File: src/rtl/secure_frv_rng_pkg.sv
// Shared types and constants for the masking randomness source.
// Holds the FSM state set, LFSR taps and the zero-seed substitute.
package secure_frv_rng_pkg;

    typedef enum logic [2:0] {
        ST_IDLE,
        ST_LOAD0,
        ST_LOAD1,
        ST_LOAD2,
        ST_WARMUP,
        ST_RUN
    } rng_state_e;

    // x^32 + x^22 + x^2 + x + 1, Galois form shifting toward the LSB
    localparam logic [31:0] LFSR_TAPS     = 32'h8020_0003;
    localparam logic [31:0] ZERO_SEED_SUB = 32'h0000_0001;

    // An all-zero LFSR would lock up, so a zero seed is replaced.
    function automatic logic [31:0] seed_fix(input logic [31:0] s);
        return (s == 32'h0) ? ZERO_SEED_SUB : s;
    endfunction

endpackage

File: src/rtl/secure_frv_lfsr32_step.sv
// One unrolled step of a 32-bit Galois LFSR.
// Applies BIT_WIDTH single-bit shifts combinationally.
module secure_frv_lfsr32_step
    import secure_frv_rng_pkg::*;
#(
    parameter int BIT_WIDTH = 2
) (
    input  logic [31:0] state_in,
    output logic [31:0] state_out
);

    always_comb begin
        state_out = state_in;
        for (int i = 0; i < BIT_WIDTH; i++) begin
            state_out = {1'b0, state_out[31:1]}
                      ^ (state_out[0] ? LFSR_TAPS : 32'h0);
        end
    end

endmodule

File: src/rtl/secure_frv_mask_rng.sv
// Randomness source for a DOM masked AND: three seeded LFSRs
// feeding z0/z1/z2, with warm-up and a per-seed take budget.
module secure_frv_mask_rng
    import secure_frv_rng_pkg::*;
#(
    parameter int BIT_WIDTH    = 2,
    parameter int WARMUP_STEPS = 64,
    parameter int RESEED_LIMIT = 65535
) (
    input  logic                 g_clk,
    input  logic                 g_resetn,
    input  logic                 clk_en,
    input  logic                 seed_valid,
    output logic                 seed_ready,
    input  logic [31:0]          seed_data,
    output logic                 rnd_valid,
    input  logic                 rnd_take,
    output logic [BIT_WIDTH-1:0] z0,
    output logic [BIT_WIDTH-1:0] z1,
    output logic [BIT_WIDTH-1:0] z2,
    output logic                 reseed_req
);

    localparam logic [7:0]  WARM_MAX  = 8'(WARMUP_STEPS);
    localparam logic [15:0] TAKE_LAST = 16'(RESEED_LIMIT - 1);

    rng_state_e  state;
    logic [31:0] l0, l1, l2;
    logic [31:0] n0, n1, n2;
    logic [7:0]  warm_cnt;
    logic [15:0] take_cnt;

    secure_frv_lfsr32_step #(.BIT_WIDTH(BIT_WIDTH)) u_step0 (
        .state_in  (l0),
        .state_out (n0)
    );

    secure_frv_lfsr32_step #(.BIT_WIDTH(BIT_WIDTH)) u_step1 (
        .state_in  (l1),
        .state_out (n1)
    );

    secure_frv_lfsr32_step #(.BIT_WIDTH(BIT_WIDTH)) u_step2 (
        .state_in  (l2),
        .state_out (n2)
    );

    always_ff @(posedge g_clk) begin
        if (!g_resetn) begin
            state    <= ST_IDLE;
            l0       <= ZERO_SEED_SUB;
            l1       <= ZERO_SEED_SUB;
            l2       <= ZERO_SEED_SUB;
            warm_cnt <= 8'd0;
            take_cnt <= 16'd0;
        end else if (clk_en) begin
            unique case (state)
                ST_IDLE, ST_LOAD0: begin
                    if (seed_valid) begin
                        l0    <= seed_fix(seed_data);
                        state <= ST_LOAD1;
                    end
                end
                ST_LOAD1: begin
                    if (seed_valid) begin
                        l1    <= seed_fix(seed_data);
                        state <= ST_LOAD2;
                    end
                end
                ST_LOAD2: begin
                    if (seed_valid) begin
                        l2       <= seed_fix(seed_data);
                        warm_cnt <= 8'd0;
                        state    <= ST_WARMUP;
                    end
                end
                ST_WARMUP: begin
                    if (warm_cnt == WARM_MAX) begin
                        take_cnt <= 16'd0;
                        state    <= ST_RUN;
                    end else begin
                        l0       <= n0;
                        l1       <= n1;
                        l2       <= n2;
                        warm_cnt <= warm_cnt + 8'd1;
                    end
                end
                ST_RUN: begin
                    // A reseed overrides a same-cycle take: L0 is replaced,
                    // so stepping L1/L2 alone would waste fresh bits.
                    if (seed_valid) begin
                        l0       <= seed_fix(seed_data);
                        take_cnt <= 16'd0;
                        state    <= ST_LOAD1;
                    end else if (rnd_take) begin
                        l0 <= n0;
                        l1 <= n1;
                        l2 <= n2;
                        if (take_cnt == TAKE_LAST) begin
                            take_cnt <= 16'd0;
                            state    <= ST_IDLE;
                        end else begin
                            take_cnt <= take_cnt + 16'd1;
                        end
                    end
                end
                default: state <= ST_IDLE;
            endcase
        end
    end

    assign seed_ready = (state != ST_WARMUP);
    assign reseed_req = (state == ST_IDLE) || (state == ST_LOAD0);
    assign rnd_valid  = (state == ST_RUN);

    assign z0 = l0[BIT_WIDTH-1:0];
    assign z1 = l1[BIT_WIDTH-1:0];
    assign z2 = l2[BIT_WIDTH-1:0];

endmodule

File: config.mk
export PLATFORM = sky130hd
export DESIGN_NAME = secure_frv_mask_rng
export DESIGN_NICKNAME = d
export VERILOG_FILES = /design/src/rtl/secure_frv_rng_pkg.sv /design/src/rtl/secure_frv_lfsr32_step.sv /design/src/rtl/secure_frv_mask_rng.sv
export SDC_FILE = /design/constraint.sdc
export NUM_CORES = 1
export LEC_CHECK = 0
export BUFFER_PORTS_ARGS = -buffer_cell sky130_fd_sc_hd__buf_2
export CORE_ASPECT_RATIO = 0.6
export CORE_UTILIZATION = 40
export CTS_BUF_LIST = sky130_fd_sc_hd__clkbuf_4 sky130_fd_sc_hd__clkbuf_8 sky130_fd_sc_hd__clkbuf_16
export DETAILED_ROUTE_END_ITERATION = 10
export SLEW_MARGIN = 10
export SYNTH_ARGS = -nofsm -noshare
export SYNTH_HDL_FRONTEND = slang
export SYNTH_SLANG_ARGS = --single-unit
File: constraint.sdc
create_clock -name g_clk -period 2.6 [get_ports g_clk]
set_input_delay 0.52 -clock g_clk [delete_from_list [all_inputs] [get_ports g_clk]]
set_output_delay 0.52 -clock g_clk [all_outputs]
set_load 0.01 [all_outputs]
==> results summary <==
The clock network latency to the later pin of the worst-skew pair is 0.41 ns. The clock edge transition at the registers on the reported setup and hold paths came out at 0.05 ns. The layout has 1393 filler cells.

Traced cell by cell, the critical path runs through inv_1, nor2_1, buf_2. The routability congestion estimate from global placement is 0.8217. Derived from the worst setup path, the maximum achievable clock frequency is 0.4517 GHz. The minimum period implied by the final worst setup slack came out at 2.214 ns. The final cell count without fillers is 934. The detailed router finished its first iteration with 310 violations. The number of nets in the final layout is 772. The analysis attributes to cell leakage a power of 2.295 nW. The post-detailed-route count of antenna-violating nets came out at 0. The root buffer cell is sky130_fd_sc_hd__clkbuf_16. After detailed routing, the number of remaining DRC violations is 0. The total CTS buffers is 17. The slowest library cell on the worst path is sky130_fd_sc_hd__dfxtp_1. The average size of a mapped cell came out at 8.189 um^2.

The category of the most critical setup path is flip-flop to output pin. The first-pass GRT wire length is 24810 um. The final setup violation count came out at 0.

The area growth from synthesis to layout is 15.22%. The summed negative setup slack over all endpoints came out at 0 ns. The global routing usage summed across all routing layers is 21.20%. The highest cell delay on the worst timing path came out at 0.57 ns. The reg-to-reg setup timing slack came out at 0.40 ns. The fraction of registers with async set or reset after synthesis came out at 0%.

The largest buffer count on any clock path is 2. The floorplan step defined a die boundary enclosing 0.01512 mm^2. The data arrival time at the worst-slack endpoint is 1.69 ns.

The number of instances in the placed design came out at 904. The internal power of the cells totals 3.376 mW. The slew at the pin with the worst max-slew slack is 0.6549 ns. In this run, synthesis produced a sequential element count of 123.

The hold buffer count at cts is 0. The total number of vias came out at 5154. The worst setup path is launched from a flip-flop. The warning count from the yosys run came out at 0.

The repair_antennas step left the layout with diodes totalling 0. The sum of internal, switching and leakage power is 4.460 mW. The die extent in x came out at 158.1 um.

The number of levels the H-tree was split into came out at 4. The power share of the sequential group is 44.5%. The total power per unit cell area is 662.0 mW/mm^2. The peak supply drop came out at 409.0 uV.

The flip-flop cell with the highest count after synthesis is sky130_fd_sc_hd__dfxtp_1. From bottom edge to top edge, the die measures 95.65 um. The sequential area share after synthesis came out at 42.11%.

The library cells used most frequently in the layout, excluding fill and tap cells, are 123 x sky130_fd_sc_hd__dfxtp_1, 109 x sky130_fd_sc_hd__nor2_1, 76 x sky130_fd_sc_hd__a21oi_1, 70 x sky130_fd_sc_hd__nand2_1, 60 x sky130_fd_sc_hd__a211oi_1. The count of endpoints failing hold in the final timing report is 0. The initial antenna violation count came out at 0.

The number of enable-type register cells in the synthesized netlist came out at 0. Dividing the detail-routed wire length by the instance count gives 15.60 um. The number of nets produced by synthesis came out at 755. The largest clock skew in the final design came out at 0.008640 ns. The worst path required time is 2.08 ns. The post-synthesis cell type count came out at 58.

The worst setup path is captured at an output pin. After detailed routing, the number of vias per cell comes to 5.518. The reported max-cap violation count came out at 0. The cell area that synthesis handed to floorplanning was 0.005847 mm^2.

The number of pins with negative max-slew slack in the final report is 0. Setup repair after global routing left no endpoint under its margin. The total setup buffers inserted after CTS came out at 0.

The starting density of the core is 41.90%. The maximum fanout count along the critical path came out at 10. The clock drives 123 sinks. The switching power as a share of total power is 24.29%. Measured against its own limit, the worst slew margin works out to 56.34%. The floorplan step defined a core boundary enclosing 0.01396 mm^2.

In the final layout, the share of cells above drive strength 1 is 13.88%. The net switching component of the power came out at 1.083 mW. The placed wire-length estimate after detailed placement is 9952 um. The number of gates resized after CTS was 0.

TritonCTS built the clock tree. The fraction of post-synthesis cell area in the top cell type by area is 42.11%. The pin count of the biggest net entering global routing came out at 67. The number of ports placed on the die boundary came out at 46. The path type of the worst min-delay path is primary input to flip-flop.

The detailed-router iteration count before antenna repair came out at 4. Input and output buffers added on the ports amount to 45. The total global routing overflow is 0.

Sorting the synthesized cells by area gives the leading types as sky130_fd_sc_hd__dfxtp_1 42%, sky130_fd_sc_hd__a211oi_1 7.7%, sky130_fd_sc_hd__nor2_1 7.0%, sky130_fd_sc_hd__a21oi_1 6.6%, sky130_fd_sc_hd__nand2_1 4.5%. The combinational power share came out at 7.2%. The synthesized design spends more area on one cell type than any other, namely sky130_fd_sc_hd__dfxtp_1. Dividing the final minimum period by the clock period gives 85.15%. The flow ran to the end, and the final reports show no timing, DRC or antenna violations. In the synthesized netlist, the number of instances is 714. The via count of the first global-routing pass is 4840.

The detailed-route wire length came out at 14570 um. The commonest non-fill, non-tap cell in the layout is sky130_fd_sc_hd__dfxtp_1. Per report_power, the clock group accounts for 48.3% of the total. The row count is 33.
[metal layers]
metal	part of all wire, %	vias to the layer above	wire length (um)	track usage [%]
met5	0	-	0	0
met1	54	2403	7822	31.59
met4	1.1	0	159	6.090
met2	40	144	5771	30.37
li1	-	2585	-	-
met3	5.6	22	813	4.273
[cells by family (layout without fill, tap and decap cells)]
| group | after synthesis | in the layout | synth area share [%] |
|---|---|---|---|
| buffers and inverters | 69 | 97 | 5.243 |
| XOR/XNOR | 28 | 28 | 4.194 |
| adder cells (fa/ha/maj) | 4 | 4 | 0.8560 |
| AO/OA/AOI/OAI | 207 | 207 | 23.97 |
| multiplexers | 4 | 4 | 0.7062 |
| AND/OR/NAND/NOR | 279 | 279 | 22.92 |
| flip-flops | 123 | 123 | 42.11 |
[through the flow]
| step | cell area (um^2) | util, % | setup slack, ns | hold WS, ns |
|---|---|---|---|---|
| floorplan | 5847 | - | 0.6079 | 0.4465 |
| global placement | 6201 | 44.43 | 0.4902 | 0.4578 |
| detailed placement | 6201 | 44.43 | 0.4078 | 0.4650 |
| CTS | 6736 | 48.27 | 0.3867 | 0.3815 |
| global route | 6736 | 48.27 | 0.2252 | 0.3922 |
| finish | 6736 | 48.27 | 0.3861 | 0.3857 |
[synthesized netlist by cell type (2+ instances only)]
| master | instances |
|---|---|
| sky130_fd_sc_hd__nand4_1 | 7 |
| sky130_fd_sc_hd__nor4_1 | 10 |
| sky130_fd_sc_hd__nand2b_1 | 8 |
| sky130_fd_sc_hd__nor2_1 | 109 |
| sky130_fd_sc_hd__xnor2_1 | 22 |
| sky130_fd_sc_hd__clkbuf_1 | 37 |
| sky130_fd_sc_hd__a211oi_1 | 60 |
| sky130_fd_sc_hd__a311oi_1 | 27 |
| sky130_fd_sc_hd__o211ai_1 | 8 |
| sky130_fd_sc_hd__nor3_1 | 5 |
| sky130_fd_sc_hd__o31ai_1 | 2 |
| sky130_fd_sc_hd__o21ai_1 | 3 |
| sky130_fd_sc_hd__o2111ai_1 | 2 |
| sky130_fd_sc_hd__xor2_1 | 6 |
| sky130_fd_sc_hd__nand3_1 | 11 |
| sky130_fd_sc_hd__nand2_1 | 70 |
| sky130_fd_sc_hd__or3_1 | 10 |
| sky130_fd_sc_hd__ha_1 | 4 |
| sky130_fd_sc_hd__and2b_1 | 2 |
| sky130_fd_sc_hd__nor3_2 | 2 |
| sky130_fd_sc_hd__a21oi_1 | 77 |
| sky130_fd_sc_hd__and4_1 | 2 |
| sky130_fd_sc_hd__nor3b_1 | 3 |
| sky130_fd_sc_hd__o21ai_0 | 13 |
| sky130_fd_sc_hd__dfxtp_1 | 123 |
| sky130_fd_sc_hd__inv_1 | 8 |
| sky130_fd_sc_hd__buf_4 | 8 |
| sky130_fd_sc_hd__o21a_1 | 3 |
| sky130_fd_sc_hd__buf_2 | 13 |
| sky130_fd_sc_hd__mux2i_1 | 3 |
| sky130_fd_sc_hd__and2_1 | 29 |
[registers in the layout, summed over array words and instances, names as in the netlist]
| register | flops |
|---|---|
| state | 3 |
| warm_cnt | 8 |
| l2 | 32 |
| l1 | 32 |
| l0 | 32 |
| take_cnt | 16 |
[worst max-delay path, delay by kind of cell (launching register included)]
| kind | cells | cell delay [ns] |
|---|---|---|
| AND/OR/NAND/NOR | 1 | 0.29 |
| buffers and inverters | 2 | 0.43 |
| flip-flops | 1 | 0.57 |
[area by class of cell]
| type | instances | area, um^2 | area share [%] |
|---|---|---|---|
| clock buffer | 18 | 432.9 | 6.426 |
| sequential | 123 | 2462 | 36.55 |
| clock inverter | 12 | 102.6 | 1.523 |
| multi-input combinational | 522 | 3108 | 46.14 |
| tap | 192 | 240.2 | 3.566 |
| timing repair buffer | 57 | 352.8 | 5.238 |
| inverter | 10 | 37.54 | 0.5572 |
[power groups by stage]
stage / clock network, mW / registers [mW] / logic [mW]
3_5_place_dp: 0 / 2.03 / 0.317
3_3_place_gp: 0 / 2.02 / 0.310
2_1_floorplan: 0 / 2.01 / 0.222
4_1_cts: 2.19 / 1.99 / 0.320
5_1_grt: 2.28 / 1.99 / 0.361
6_report: 2.15 / 1.99 / 0.321
[final timing paths]
path,start,end,cells after the start
worst max-delay path,state[0],rnd_valid,3
worst min-delay path,g_resetn,l2[0],2
worst max register to register,take_cnt[9],take_cnt[1],5
worst min register to register,l0[20],l0[20],2
Note: power is estimated with default switching activity, not from simulation.
